==> config.mk <==
export PLATFORM = sky130hd
export DESIGN_NAME = coin_pulse_scheduler
export DESIGN_NICKNAME = d
export VERILOG_FILES = /design/src/rtl/coin_pulse_scheduler.sv
export SDC_FILE = /design/constraint.sdc
export NUM_CORES = 1
export LEC_CHECK = 0
export BUFFER_PORTS_ARGS = -buffer_cell sky130_fd_sc_hd__buf_2
export CORE_UTILIZATION = 41
export CTS_BUF_LIST = sky130_fd_sc_hd__clkbuf_16
export DETAILED_ROUTE_END_ITERATION = 16
export GPL_TIMING_DRIVEN = 1
export PLACE_DENSITY = 0.7
export SETUP_SLACK_MARGIN = 0.4
export SLEW_MARGIN = 15
export SYNTH_ARGS = -nofsm -noshare
export SYNTH_HDL_FRONTEND = slang
export SYNTH_SLANG_ARGS = --single-unit
export TNS_END_PERCENT = 20
==> constraint.sdc <==
create_clock -name clk_sys -period 3.5 [get_ports clk_sys]
set_clock_uncertainty 0.1 [all_clocks]
set_input_delay 0.875 -clock clk_sys [delete_from_list [all_inputs] [get_ports clk_sys]]
set_output_delay 0.875 -clock clk_sys [all_outputs]
set_load 0.1 [all_outputs]
==> src/rtl/coin_pulse_scheduler.sv <==
// Coin-slot pulse scheduler: synchronises two coin requests, queues them per slot and
// issues round-robin active-low pulses with a fixed gap. Optional COIN_TOTALS_EN adds issued-pulse totals.
module coin_pulse_scheduler #(
    parameter int unsigned TICK_DIV    = 12000,
    parameter int unsigned PULSE_TICKS = 50,
    parameter int unsigned GAP_TICKS   = 80,
    parameter int unsigned QUEUE_MAX   = 7
) (
    input  logic        clk_sys,
    input  logic        RESET,
    input  logic [1:0]  coin_req,
    input  logic        hold,
    output logic [1:0]  coin_n,
    output logic        busy,
    output logic [3:0]  pending0,
    output logic [3:0]  pending1,
    output logic        drop
`ifdef COIN_TOTALS_EN
    ,
    output logic [15:0] total0,
    output logic [15:0] total1
`endif
);

    localparam int unsigned   PW         = (TICK_DIV > 1) ? $clog2(TICK_DIV) : 1;
    localparam logic [PW-1:0] PRESC_LAST = PW'(TICK_DIV - 1);
    localparam logic [7:0]    PULSE_LAST = 8'(PULSE_TICKS - 1);
    localparam logic [7:0]    GAP_LAST   = 8'(GAP_TICKS - 1);
    localparam logic [3:0]    QMAX       = 4'(QUEUE_MAX);

    typedef enum logic [1:0] {
        ST_IDLE  = 2'd0,
        ST_PULSE = 2'd1,
        ST_GAP   = 2'd2
    } state_t;

    state_t        state_q;
    logic [1:0]    sync1_q, sync2_q, sync3_q, edge_q;
    logic [3:0]    pend0_q, pend0_d, pend1_q, pend1_d;
    logic          drop_q, drop_d, drop0_s, drop1_s;
    logic          rr_q;
    logic [PW-1:0] presc_q;
    logic [7:0]    tick_q;
    logic [1:0]    coin_n_q;
    logic          busy_q;
    logic          start_s, sel_s, both_s;
    logic [1:0]    deq_s;
    logic          presc_wrap_s, pulse_done_s, gap_done_s;

    // Returns {drop, next count}; a dequeue cancels a simultaneous edge, even when full.
    function automatic logic [4:0] queue_next(input logic [3:0] cnt, input logic inc, input logic dec);
        logic [4:0] res;
        res = {1'b0, cnt};
        if (inc && !dec) begin
            if (cnt >= QMAX) begin
                res = {1'b1, cnt};
            end else begin
                res = {1'b0, cnt + 4'd1};
            end
        end else if (dec && !inc) begin
            res = {1'b0, cnt - 4'd1};
        end else begin
            res = {1'b0, cnt};
        end
        return res;
    endfunction

    // Two-flop synchroniser plus registered rising-edge detect; edges seen under hold are discarded.
    always_ff @(posedge clk_sys or posedge RESET) begin
        if (RESET) begin
            sync1_q <= 2'b00;
            sync2_q <= 2'b00;
            sync3_q <= 2'b00;
            edge_q  <= 2'b00;
        end else begin
            sync1_q <= coin_req;
            sync2_q <= sync1_q;
            sync3_q <= sync2_q;
            edge_q  <= hold ? 2'b00 : (sync2_q & ~sync3_q);
        end
    end

    // Slot selection and timing terminal counts.
    always_comb begin
        start_s = 1'b0;
        sel_s   = 1'b0;
        both_s  = (pend0_q != 4'd0) && (pend1_q != 4'd0);
        if ((state_q == ST_IDLE) && !hold && ((pend0_q != 4'd0) || (pend1_q != 4'd0))) begin
            start_s = 1'b1;
            if (both_s) begin
                sel_s = rr_q;
            end else begin
                sel_s = (pend1_q != 4'd0);
            end
        end else begin
            start_s = 1'b0;
            sel_s   = 1'b0;
        end
        deq_s        = {start_s & sel_s, start_s & ~sel_s};
        presc_wrap_s = (presc_q == PRESC_LAST);
        pulse_done_s = presc_wrap_s && (tick_q == PULSE_LAST);
        gap_done_s   = presc_wrap_s && (tick_q == GAP_LAST);
    end

    // Queue next-state.
    always_comb begin
        {drop0_s, pend0_d} = queue_next(pend0_q, edge_q[0], deq_s[0]);
        {drop1_s, pend1_d} = queue_next(pend1_q, edge_q[1], deq_s[1]);
        drop_d             = drop0_s | drop1_s;
    end

    // Pending counters and drop strobe.
    always_ff @(posedge clk_sys or posedge RESET) begin
        if (RESET) begin
            pend0_q <= 4'd0;
            pend1_q <= 4'd0;
            drop_q  <= 1'b0;
        end else if (hold) begin
            pend0_q <= 4'd0;
            pend1_q <= 4'd0;
            drop_q  <= 1'b0;
        end else begin
            pend0_q <= pend0_d;
            pend1_q <= pend1_d;
            drop_q  <= drop_d;
        end
    end

    // Pulse/gap sequencer; the timers restart on every state entry so durations are exact.
    always_ff @(posedge clk_sys or posedge RESET) begin
        if (RESET) begin
            state_q  <= ST_IDLE;
            rr_q     <= 1'b0;
            presc_q  <= '0;
            tick_q   <= 8'd0;
            coin_n_q <= 2'b11;
            busy_q   <= 1'b0;
        end else if (hold) begin
            state_q  <= ST_IDLE;
            presc_q  <= '0;
            tick_q   <= 8'd0;
            coin_n_q <= 2'b11;
            busy_q   <= 1'b0;
        end else begin
            case (state_q)
                ST_IDLE: begin
                    if (start_s) begin
                        state_q  <= ST_PULSE;
                        rr_q     <= both_s ? ~rr_q : rr_q;
                        coin_n_q <= sel_s ? 2'b01 : 2'b10;
                        busy_q   <= 1'b1;
                        presc_q  <= '0;
                        tick_q   <= 8'd0;
                    end
                end
                ST_PULSE: begin
                    if (pulse_done_s) begin
                        state_q  <= ST_GAP;
                        coin_n_q <= 2'b11;
                        presc_q  <= '0;
                        tick_q   <= 8'd0;
                    end else if (presc_wrap_s) begin
                        presc_q <= '0;
                        tick_q  <= tick_q + 8'd1;
                    end else begin
                        presc_q <= presc_q + PW'(1);
                    end
                end
                ST_GAP: begin
                    if (gap_done_s) begin
                        state_q <= ST_IDLE;
                        busy_q  <= 1'b0;
                        presc_q <= '0;
                        tick_q  <= 8'd0;
                    end else if (presc_wrap_s) begin
                        presc_q <= '0;
                        tick_q  <= tick_q + 8'd1;
                    end else begin
                        presc_q <= presc_q + PW'(1);
                    end
                end
                default: begin
                    state_q  <= ST_IDLE;
                    coin_n_q <= 2'b11;
                    busy_q   <= 1'b0;
                    presc_q  <= '0;
                    tick_q   <= 8'd0;
                end
            endcase
        end
    end

`ifdef COIN_TOTALS_EN
    logic [15:0] tot0_q, tot1_q;

    // Issued-pulse totals survive hold; only RESET clears them.
    always_ff @(posedge clk_sys or posedge RESET) begin
        if (RESET) begin
            tot0_q <= 16'd0;
            tot1_q <= 16'd0;
        end else if (start_s) begin
            if (sel_s) begin
                tot1_q <= tot1_q + 16'd1;
            end else begin
                tot0_q <= tot0_q + 16'd1;
            end
        end
    end

    assign total0 = tot0_q;
    assign total1 = tot1_q;
`endif

    assign coin_n   = coin_n_q;
    assign busy     = busy_q;
    assign pending0 = pend0_q;
    assign pending1 = pend1_q;
    assign drop     = drop_q;

endmodule

# Yosys cells after proc, flatten, opt, wreduce, memory -nomap -nowiden
# Index checks and enable logic that the tools add are counted.
# word_totals
regBits,45
in_bits,5
output_inout_bits,12
elab_cells,106
# op_classes
n_addsub,6
order_cmp,2
n_eq_ne,12
mux,39
bitwise,8
n_reduce_logical,26
# op_table
op,count
$mux W14,5
$pmux W14 S3,1
$mux W8,5
$pmux W8 S3,1
$mux W5,4
$mux W2,9
$mux W4,4
$ne A3 B3 Y1 const B,5
$add A14 B1 Y14 const B,1
$eq A14 B14 Y1 const B,1
$pmux W2 S3,2
$logic_and A1 B1 Y1,9
$reduce_and A3 Y1,3
$add A4 B1 Y4 const B,2
$add A8 B1 Y8 const B,1
$eq A8 B6 Y1 const B,1
$eq A8 B7 Y1 const B,1
$ge A4 B3 Y1 const B,2
$reduce_bool A4 Y1,2
$sub A4 B1 Y4 const B,2
$mux W1,7
$reduce_bool A3 Y1,2
$logic_not A1 Y1,5
$ne A2 B2 Y1 const B,2
12 further kinds,16

# Logic depth before layout (Yosys ltp)
# Gate-level depths: netlist of the first run.
# logic_depth
word_depth,11
mapped_depth,8
depth_no_buf,7

# Worst setup path before layout of the first run
# Ideal clock, no wire load.
# synth_timing
kind,flip-flop to flip-flop
startpoint,"reg pend1_q[0], in the netlist pending1[0]"
endpoint,"reg pend0_q[0], in the netlist pending0[0]"
setup_ps,126
t_arrival_ps,2609
required_time_ps,3274
path_slack_ps,665
stages_incl_launch_ff,8
path_buffers,0
synth_period_minus_slack_ps,2835
cell_sequence,dfrtp_1 > inv_1 > ha_1 > nor3b_1 > o221ai_1 > and2_1 > nor2b_1 > mux2_2
# synth_between
elab_chain_len,10
word_cells_on_any_way,17
classes_between,eq/ne (1); mux (5); bitwise (2); reduce/logical (9)
# synth_lines
element,line_no,text
start: declaration,39,"logic [3:0] pend0_q, pend0_d, pend1_q, pend1_d;"
start signal: assignment,124,pend1_q <= pend1_d;
$reduce_bool A4 Y1 *,"87, 88, 93",
$logic_and A1 B1 Y1 or $logic_or A1 B1 Y1 (tied branches),"87, 88",
$mux W1 or $logic_and A1 B1 Y1 (tied branches),"90, 88",
$mux W1,88,if ((state_q == ST_IDLE) && !hold && ((pend0_q != 4'd0) || (pend1_q != 4'd0))) begin
$not A1 Y1,99,"deq_s = {start_s & sel_s, start_s & ~sel_s};"
$and A1 B1 Y1 *,99,
$logic_not A1 Y1,54,if (inc && !dec) begin
$logic_and A1 B1 Y1,54,
"$ne A3 B3 Y1 (no line), or another cell as far along",--,
$reduce_and A2 Y1 (no line) or $mux W4 (tied branches),--,
end signal: assignment,123,pend0_q <= pend0_d;
end: declaration,39,
# Mark *: on every way between the ends. The rest lies on a longest branch, timed or not.
# A chain may end at the register's enable or synchronous reset.

# Final worst setup path of the first run
# layout_timing
startpoint,"reg pend1_q[0], in the netlist pending1[0]"
endpoint,"reg pend0_q[2], in the netlist pending0[2]"
# The elaborated chain is that of the path after synthesis.

==> impl_metrics.csv, run 1 <==
group,metric,value,unit
detailed_routing,finalWirelength,5150,um
detailed_routing,dr_total_vias,2066,
sta,final_max_slew_viol_count,0,
layout,area_growth_syn_to_layout,12.2,%
floorplanning,die_width,81.4,um
sta,achievable-frequency,361,MHz
worst_setup_path,crit_path_top_delay_cell,"nor3b_1",
worst_setup_path,end_kind,"flip-flop",
sta,setup_ws,0.733,ns
yosys,yosys_warnings,0,
detailed_routing,ant_nets,0,
pwr,vdd_ir_drop_max,0.000441,V
worst_setup_path,crit_arrival,2.84,ns
floorplanning,floorplan.initialDensity,0.431,
global_route,first_global_vias,1991,
floorplanning,floorplan.die.height,81.4,um
sta,finalCritPeriodShare,0.791,
layout,finish.net_count,306,
placed_design,gp_congestion,0.823,
sta,fin_crit,2.77,ns
layout,layout.cells.most_common,"dfrtp_1",
yosys,synth_async_sr_flop_share,1.00,
pwr,p_leak,1.18,nW
sta,finalHoldViolations,0,
pwr,p_seq_frac,0.314,
detailed_routing,detail_route.first_pass.iterations,4,
clock_tree,clockBufferDepth,2,
clock_tree,post_cts_resized,0,
global_route,gr_overflow_total,0,
worst_setup_path,critical_path_peak_fanout,7,
clock_tree,tritoncts,"yes",
pwr,share_clk_of_total_power,0.212,
global_route,grt_start_max_net_pins,31,
sta,worst_case_headroom_to_the_max_slew_limit,0.574,
worst_setup_path,cp_cell_sequence,"inv_1 -> ha_1 -> nor3b_1 -> o221ai_1 -> and2_1 -> nor2b_1 -> mux2_2",
min_path,hp-class,"flip-flop to flip-flop",
worst_setup_path,worstPathRequired,3.57,ns
global_route,track_usage,0.184,
placed_design,post-place-ws,0.693,ns
floorplanning,die_area,6630,um^2
worst_setup_path,startpoint_type,"flip-flop",
yosys,post_synth_inst_count,271,
worst_setup_path,cpPeakStageDelay,0.50,ns
pwr,p_comb_frac,0.474,
pwr,total_switching_power,0.00107,W
clock_tree,ctsHoldBuffers,0,
detailed_routing,initialDrtViolationCount,139,
sta,worst_max_slew_pin_slew,0.638,ns
clock_tree,numCtsBuffers,5,
pwr,p_sw_frac,0.481,
yosys,synth_cell_type_count,56,
detailed_routing,via_per_inst,5.63,
pwr,internal_power,0.00115,W
outcome,outcome,"complete, no violations",
yosys,synth_seq_cells,45,
clock_tree,clock_tree.htree_level_count,2,
global_route,global_route_wire_length_before_repair,9270,um
layout,final_layout_size_suffix_gt1_frac,0.147,
placed_design,buffer_ports.inserted,16,
floorplanning,row_count,28,
detailed_routing,routed_wire_length_per_instance,14.0,um
global_route,initial_antenna_violation_count,0,
clock_tree,clk_latency,0.29,ns
floorplanning,io_pins,17,
pwr,power.density,764,nW/um^2
clock_tree,cts_root_buf,"clkbuf_16",
layout,post-route-util,0.484,
yosys,mappedNetlistArea,2580,um^2
sta,setup_violations,0,
yosys,synth_enable_flop_cells,0,
yosys,avgSynthCellArea,9.54,um^2
worst_setup_path,timing_worst_setup_path_type,"flip-flop to flip-flop",
job,max_cap_violations,0,
sta,grt_setup_unrepaired,"false",
yosys,synth_fp_nets,286,
placed_design,dp.final_hpwl,3520,um
floorplanning,core_area,5990,um^2
clock_tree,cts.clk_slew.worst_paths,0.07,ns
sta,fin_tns_setup,0,ns
clock_tree,clock_sinks,45,
detailed_routing,drc_errors,0,
yosys,synth_ff_type,"dfrtp_1",
layout,most-common-layout-cells,"43 x dfrtp_1, 30 x nor2_1, 19 x nand2_1",
yosys,yosysSeqAreaShare,0.437,
layout,antenna_cells_inserted,0,
clock_tree,post_cts_buffers,0,
## critical path: cells and delay by family, from the launching register on
family,cells,cell delay [ns]
compound gates,1,0.41
flops,1,0.45
buf+inv,1,0.09
fa+ha+maj,1,0.19
mux,1,0.37
simple gates,3,1.03
## worst paths after layout
kind	startpoint	endpoint	slack [ns]	cells past startpoint
max reg2reg	pending1[0]	pending0[2]	0.73	7
max in group asynchronous	RESET	coin_n[0]	2.01	3
min reg2reg	sync1_q[0]	sync2_q[0]	0.25	0
min	sync1_q[0]	sync2_q[0]	0.25	0
max	pending1[0]	pending0[2]	0.73	7
min in group asynchronous	RESET	sync1_q[0]	0.57	2
## sequential cells by signal, summed over array words and instances (netlist names)
name,cells
busy,1
coin_n,2
drop,1
edge_q,2
pending0,4
pending1,4
presc_q,14
rr_q,1
state_q,2
sync1_q,2
sync2_q,2
sync3_q,2
tick_q,8
## power groups by stage
stage          logic [W]  registers, W  clock network (W)
4_1_cts          0.00105      0.000695           0.000482
5_1_grt          0.00113      0.000712           0.000507
3_3_place_gp     0.00103      0.000703                  0
2_1_floorplan   0.000518       0.00105                  0
3_5_place_dp     0.00104      0.000704                  0
6_report         0.00105      0.000696           0.000470
## stage by stage
| stage | cell area [um^2] | instances | total power [W] | hold WS (ns) |
|---|---|---|---|---|
| 4_1_cts | 2900 | 367 | 0.00223 | 0.254 |
| 3_5_place_dp | 2760 | 359 | 0.00175 | 0.239 |
| 2_1_floorplan | 2580 | 271 | 0.00157 | 0.231 |
| 5_1_grt | 2900 | 367 | 0.00235 | 0.263 |
| 6_report | 2900 | 367 | 0.00222 | 0.252 |
| 3_3_place_gp | 2760 | 359 | 0.00174 | 0.231 |
## metal layers
layer,up-vias,track usage,share of wire
met4,0,0.0804,0.017
li1,1023,-,-
met1,1008,0.245,0.49
met3,6,0.0371,0.027
met2,29,0.286,0.46
met5,-,0,0
## cells in the mapped netlist, types with 3 or more instances
cell type / n / share of area
a211oi_1: 5 / 0.015
a21oi_1: 11 / 0.021
and3_1: 4 / 0.0097
buf_2: 3 / 0.0058
dfrtp_1: 43 / 0.42
ha_1: 10 / 0.048
inv_1: 17 / 0.025
mux2i_1: 4 / 0.015
nand2_1: 19 / 0.028
nand2b_1: 3 / 0.0073
nand3_1: 11 / 0.021
nand4_1: 5 / 0.012
nand4b_1: 3 / 0.010
nor2_1: 30 / 0.044
nor2b_1: 3 / 0.0073
nor3_1: 6 / 0.012
nor3b_1: 5 / 0.015
nor4_1: 5 / 0.012
o21ai_0: 16 / 0.031
o2bb2ai_1: 3 / 0.010
o31ai_1: 3 / 0.0087
xnor2_1: 10 / 0.034
xor2_1: 7 / 0.024
## final cells by class
type,instances,area [um^2]
clock buffer,5,125
clock inverter,3,21.3
fill,574,3090
inverter,17,63.8
multi-input combinational,203,1370
sequential,45,1130
tap,75,93.8
timing repair buffer,19,103
## kinds of logic after synthesis
family,after synthesis,synth area share
and+or+nand+nor,114,0.243
AOI/OAI and AO/OA,56,0.155
DFF,45,0.437
buffers and inverters,23,0.0348
xor gates and xnor gates,17,0.0576
adders and majority gates,10,0.0484
muxes,6,0.0242
Note: power is estimated with default switching activity, not from simulation.
==> run 2, diff against run 1 <==
==> constraint.sdc (replaced) <==
create_clock -name clk_sys -period 2.76 [get_ports clk_sys]
set_clock_uncertainty 0.1 [all_clocks]
set_input_delay 0.69 -clock clk_sys [delete_from_list [all_inputs] [get_ports clk_sys]]
set_output_delay 0.69 -clock clk_sys [all_outputs]
set_load 0.1 [all_outputs]
==> run 2 against run 1 <==
Compared with the run above:
- final area grew 8.2%
- non-clock buffer count grew 10
- clock power grew 64%
- flip-flop and latch count is the same
- global-route usage shrank 0.33 points
- first-iteration DRC count grew 11%
- core utilization grew 3.9 points
- largest cell class unchanged
- wire length grew 2.8%
- die area is the same
- combinational power grew 44%
- count of clock-buffer cells in the layout is the same
- worst setup slack lost 0.30 ns
==> impl_metrics.csv, run 2 (same netlist as run 1, synthesis figures left out) <==
group,metric,value,unit
outcome,outcome,"complete, no violations",
layout,post-route-util,0.524,
sta,worst_max_slew_pin_slew,0.466,ns
sta,worst_case_headroom_to_the_max_slew_limit,0.687,
sta,hold_ws,0.248,ns
detailed_routing,detail_route.first_pass.iterations,5,
detailed_routing,drc_errors,0,
floorplanning,row_count,28,
job,max_cap_violations,0,
floorplanning,die_width,81.4,um
worst_setup_path,timing.reg2reg.worst_path_depth,5,
worst_setup_path,worstPathRequired,2.82,ns
placed_design,dp.final_hpwl,3760,um
detailed_routing,dr_total_vias,2077,
worst_setup_path,crit_arrival,2.39,ns
layout,area_growth_syn_to_layout,21.4,%
layout,registers.top_by_ff_count,"presc_q",
placed_design,numPlacedInstances,363,
min_path,hp-class,"input pin to asynchronous set/reset pin",
global_route,grt_start_max_net_pins,19,
sta,setup_violations,0,
global_route,gr_overflow_total,0,
clock_tree,clock_tree.htree_level_count,2,
global_route,initial_antenna_violation_count,0,
floorplanning,core_area,5990,um^2
layout,reg_top3,"presc_q: 14 flops, tick_q: 8 flops",
layout,layout.cells.most_common,"dfrtp_1",
clock_tree,tritoncts,"yes",
layout,finish.net_count,316,
sta,fin_crit,2.33,ns
worst_setup_path,rr_startpoint,"presc_q[8]",
worst_setup_path,critical_path_peak_fanout,5,
worst_setup_path,setup.worst_path.start,"presc_q[8]",
clock_tree,clockBufferDepth,2,
clock_tree,clock_sinks,45,
detailed_routing,initialDrtViolationCount,154,
layout,antenna_cells_inserted,0,
floorplanning,die_area,6630,um^2
floorplanning,floorplan.die.height,81.4,um
clock_tree,cts_root_buf,"clkbuf_16",
layout,final_layout_size_suffix_gt1_frac,0.242,
detailed_routing,ant_nets,0,
detailed_routing,via_per_inst,5.51,
worst_setup_path,cp_cell_sequence,"or4b_4 -> or4_4 -> a211oi_4 -> o21ai_0 -> o2bb2ai_1",
clock_tree,cts.clk_slew.worst_paths,0.06,ns
clock_tree,numCtsBuffers,5,
worst_setup_path,startpoint_type,"flip-flop",
layout,largest_register_ffs,14,
worst_setup_path,timing_worst_setup_path_type,"flip-flop to flip-flop",
floorplanning,io_pins,17,
worst_setup_path,end_kind,"flip-flop",
sta,final_max_slew_viol_count,0,
floorplanning,floorplan.initialDensity,0.431,
sta,achievable-frequency,430,MHz
sta,grt_setup_unrepaired,"true",
placed_design,buffer_ports.inserted,16,
global_route,track_usage,0.180,
detailed_routing,finalWirelength,5290,um
sta,fin_tns_setup,0,ns
layout,most-common-layout-cells,"33 x dfrtp_1, 30 x nor2_1, 19 x nand2_1",
detailed_routing,routed_wire_length_per_instance,14.0,um
pwr,vdd_ir_drop_max,0.000661,V
sta,finalHoldViolations,0,
placed_design,gp_congestion,0.822,
global_route,first_global_vias,2003,
layout,num-fill-cells,532,
sta,setup_ws,0.434,ns
global_route,global_route_wire_length_before_repair,9180,um
worst_setup_path,cpPeakStageDelay,0.57,ns
pwr,p_leak,1.27,nW
worst_setup_path,crit_path_top_delay_cell,"or4_4",
layout,final_instance_count_without_filler_cells,377,
pwr,power.density,1020,nW/um^2
sta,finalCritPeriodShare,0.843,
clock_tree,clk_latency,0.28,ns
placed_design,post-place-ws,0.292,ns
-- run 2: changes by cell type in the layout (fill, tap and decap cells not counted), moves of 2 or more --
cell,previous run,this run
a211oi_4,0,2
buf_4,3,12
bufinv_16,0,2
dfrtp_1,43,33
dfrtp_2,0,6
dfrtp_4,0,4
nor2b_1,3,1
nor3b_1,5,3
nor3b_4,0,2
or3b_2,2,0
or3b_4,0,2
-- run 2: what timing repair did --
action                                  CTS  global route
resized for setup                         1            16
hold buffers                              0             0
setup buffers                             0             6
pin swaps                                 0             6
endpoints found under the setup margin    8            33
-- run 2: area by class of cell --
class                           count  area, um^2  share of cell area
Multi-Input combinational cell    203        1450               0.463
Sequential cell                    45        1150               0.367
Timing Repair Buffer               29         181              0.0578
Clock buffer                        5         125              0.0399
Tap cell                           75        93.8              0.0299
Clock inverter                      3        68.8              0.0219
Inverter                           17        63.8              0.0203
-- run 2: layer usage --
layer | GRT usage | up-vias | wire (um)
li1 | - | 1040 | -
met1 | 0.253 | 984 | 2720
met4 | 0.0554 | 0 | 63
met5 | 0 | - | 0
met2 | 0.274 | 44 | 2350
met3 | 0.0404 | 9 | 160
-- run 2: worst paths after layout --
kind | endpoint | slack, ns
min in group clk_sys | sync2_q[1] | 0.25
hold / removal | sync2_q[0] | 0.25
max in group asynchronous | coin_n[0] | 1.70
setup reg to reg | state_q[0] | 0.43
setup / recovery | state_q[0] | 0.43
hold reg to reg | sync2_q[1] | 0.25
-- run 2: metrics by stage --
stage               cell area (um^2)  total power (W)
floorplan                       2640          0.00205
global placement                2830          0.00228
detailed placement              2830          0.00229
CTS                             3030          0.00308
global route                    3140          0.00338
finish                          3140          0.00321
-- run 2: report_power, final --
part	switching [W]	internal (W)	leakage [nW]
combinational	0.00102	0.000492	0.596
sequential	0.000146	0.000775	0.580
clock	0.000251	0.000522	0.0944
-- run 2: critical path, delay by kind of cell (launching register included) --
family / cells / cell delay, ns
AOI/OAI and AO/OA: 3 / 0.59
and+or+nand+nor: 2 / 1.09
DFF: 1 / 0.42
==> run 3, diff against run 2 <==
--- a/config.mk
+++ b/config.mk
@@ -5,6 +5,7 @@
 export SDC_FILE = /design/constraint.sdc
 export NUM_CORES = 1
 export LEC_CHECK = 0
+export ABC_AREA = 1
 export BUFFER_PORTS_ARGS = -buffer_cell sky130_fd_sc_hd__buf_2
 export CORE_UTILIZATION = 41
 export CTS_BUF_LIST = sky130_fd_sc_hd__clkbuf_16
==> constraint.sdc (replaced) <==
create_clock -name clk_sys -period 2.2 [get_ports clk_sys]
set_clock_uncertainty 0.1 [all_clocks]
set_input_delay 0.55 -clock clk_sys [delete_from_list [all_inputs] [get_ports clk_sys]]
set_output_delay 0.55 -clock clk_sys [all_outputs]
set_load 0.1 [all_outputs]
==> run 3 against run 2 <==
Compared with the run above:
- global-route usage grew 0.83 points
- register-to-register slack got worse by 0.09 ns
- count of clock-buffer cells in the layout did not move
- core utilization rose by 2.6 points
- clock power increased by 10%
- non-clock buffer count rose by 8
- fmax rose by 25%
- critical path depth increased by 4
==> impl_metrics.csv, run 3 <==
group,metric,value,unit
floorplanning,core_area,6060,um^2
yosys,mappedNetlistArea,2630,um^2
sta,achievable-frequency,539,MHz
layout,layout.cells.most_common,"nand2_1",
floorplanning,die_area,6730,um^2
global_route,global_route_wire_length_before_repair,9590,um
yosys,yosys_warnings,0,
layout,most-common-layout-cells,"93 x nand2_1, 43 x inv_1, 38 x nor2_1",
worst_setup_path,startpoint_type,"flip-flop",
layout,reg_top3,"presc_q: 14 flops, tick_q: 8 flops",
pwr,power.density,1470,nW/um^2
sta,fin_crit,1.86,ns
sta,finalHoldViolations,0,
worst_setup_path,critical_path_peak_fanout,6,
sta,grt_setup_unrepaired,"true",
worst_setup_path,crit_arrival,1.96,ns
placed_design,placed_area,2910,um^2
clock_tree,numCtsBuffers,5,
placed_design,buffer_ports.inserted,16,
worst_setup_path,r2r_slack,0.34,ns
clock_tree,clk_latency,0.29,ns
sta,final_max_slew_viol_count,0,
global_route,grt_start_max_net_pins,25,
clock_tree,clock_tree.htree_level_count,2,
yosys,post_synth_inst_count,351,
sta,worst_case_headroom_to_the_max_slew_limit,0.658,
floorplanning,die_width,82.0,um
global_route,gr_overflow_total,0,
layout,post-route-cell-area,3330,um^2
clock_tree,cts_root_buf,"clkbuf_16",
worst_setup_path,worstPathRequired,2.31,ns
yosys,synth_ff_type,"dfrtp_1",
sta,finalCritPeriodShare,0.844,
sta,worst_max_slew_pin_slew,0.513,ns
detailed_routing,via_per_inst,5.00,
outcome,outcome,"complete, no violations",
pwr,p_leak,1.53,nW
detailed_routing,detail_route.first_pass.iterations,4,
layout,area_growth_syn_to_layout,27.0,%
clock_tree,ctsHoldBuffers,0,
yosys,yosysSeqAreaShare,0.430,
detailed_routing,routed_wire_length_per_instance,12.8,um
yosys,synth_async_sr_flop_share,1.00,
floorplanning,floorplan.initialDensity,0.433,
yosys,synth.most_common_cell,"nand2_1",
yosys,synth_enable_flop_cells,0,
clock_tree,tritoncts,"yes",
min_path,hp-class,"input pin to asynchronous set/reset pin",
detailed_routing,initialDrtViolationCount,119,
detailed_routing,dr_total_vias,2345,
pwr,vdd_ir_drop_max,0.00127,V
detailed_routing,ant_nets,0,
layout,antenna_cells_inserted,0,
layout,finish.net_count,408,
layout,registers.top_by_ff_count,"presc_q",
floorplanning,io_pins,17,
global_route,initial_antenna_violation_count,0,
worst_setup_path,timing_worst_setup_path_type,"flip-flop to flip-flop",
yosys,avgSynthCellArea,7.48,um^2
sta,fin_tns_setup,0,ns
global_route,first_global_vias,2216,
detailed_routing,drc_errors,0,
clock_tree,clockBufferDepth,2,
placed_design,gp_congestion,0.907,
placed_design,dp.final_hpwl,3910,um
sta,setup_violations,0,
global_route,track_usage,0.189,
yosys,synth.top_cells.by_count,"102 x nand2_1, 50 x inv_1, 44 x nor2_1, 43 x dfrtp_1, 25 x nand3_1",
yosys,synth_top_cells_by_area,"dfrtp_1 41%, nand2_1 15%, inv_1 7.1%",
yosys,synth_largest_type_area_fraction,0.410,
floorplanning,row_count,28,
yosys,synth_seq_cells,45,
yosys,synth_largest_area_cell,"dfrtp_1",
detailed_routing,finalWirelength,6010,um
clock_tree,clock_sinks,45,
layout,post-route-util,0.550,
yosys,synth_cell_type_count,29,
clock_tree,cts.clk_slew.worst_paths,0.07,ns
layout,largest_register_ffs,14,
worst_setup_path,end_kind,"flip-flop",
layout,final_layout_size_suffix_gt1_frac,0.269,
floorplanning,floorplan.die.height,82.0,um
job,max_cap_violations,0,
yosys,synth_fp_nets,366,
==> run 3: cell count changes after synthesis, moves of 4 or more <==
cell	before	now
and3_1	4	0
nand3_1	11	25
a211oi_1	5	0
xnor2_1	10	1
nor4_1	5	0
nand2_1	19	102
nor2_1	30	44
inv_1	17	50
nor2_4	0	5
mux2i_1	4	0
==> run 3: logic make-up (layout without fill, tap and decap cells) <==
kind of cell,Yosys count,after routing,share of synthesized area
xor gates and xnor gates,7,7,0.0233
AOI/OAI and AO/OA,32,32,0.0662
buffers and inverters,57,99,0.0862
DFF,45,45,0.430
adders and majority gates,10,10,0.0476
and+or+nand+nor,200,201,0.347
==> run 3: final timing paths <==
| path | cells past startpoint | to | startpoint |
|---|---|---|---|
| worst min-delay path | 2 | sync2_q[1] | RESET |
| max in group asynchronous | 3 | presc_q[7] | RESET |
| worst max register to register | 9 | presc_q[2] | pending0[1] |
| worst max-delay path | 9 | presc_q[2] | pending0[1] |
| min in group clk_sys | 0 | sync2_q[1] | sync1_q[1] |
| worst min register to register | 0 | sync2_q[1] | sync1_q[1] |
==> run 3: what timing repair did <==
action | 4_1_cts | 5_1_grt
gates resized for setup | 5 | 32
setup endpoints to repair | 38 | 44
setup buffers | 5 | 10
pin swaps | 4 | 18
cloned | 0 | 1
==> run 3: where the power goes <==
| group | leakage, nW | internal [W] | switching, W |
|---|---|---|---|
| Sequential | 0.584 | 0.00102 | 0.000166 |
| Combinational | 0.871 | 0.000913 | 0.00196 |
| Clock | 0.0775 | 0.000532 | 0.000320 |
| Total | 1.53 | 0.00246 | 0.00245 |
==> run 3: through the flow <==
step | hold WS (ns) | setup WS (ns) | cells | total power, W
finish | 0.186 | 0.344 | 469 | 0.00491
global route | 0.247 | 0.261 | 469 | 0.00523
CTS | 0.208 | 0.316 | 458 | 0.00443
global placement | 0.238 | 0.268 | 445 | 0.00344
detailed placement | 0.236 | 0.238 | 445 | 0.00347
floorplan | 0.231 | 0.357 | 351 | 0.00311
==> run 3: cell type report <==
class                           count  area (um^2)
Fill cell                         561         2730
Multi-Input combinational cell    250         1450
Sequential cell                    45         1150
Timing Repair Buffer               37          250
Inverter                           54          221
Clock buffer                        5          125
Tap cell                           75         93.8
Clock inverter                      3         41.3
==> run 3: worst max-delay path: stages, from the launching register on <==
cell and delay [ns]:
dfrtp_4 0.51, inv_4 0.08, ha_4 0.15, nand2_4 0.05, nor2_4 0.19, nand3_4 0.17, buf_4 0.19, nand2_1 0.06
nand2_1 0.08, a21oi_2 0.18
==> run 3: metal layers <==
metal,routed length (um),GRT usage
met1,2640,0.223
met2,2990,0.333
met3,196,0.0367
met4,174,0.0737
met5,0,0
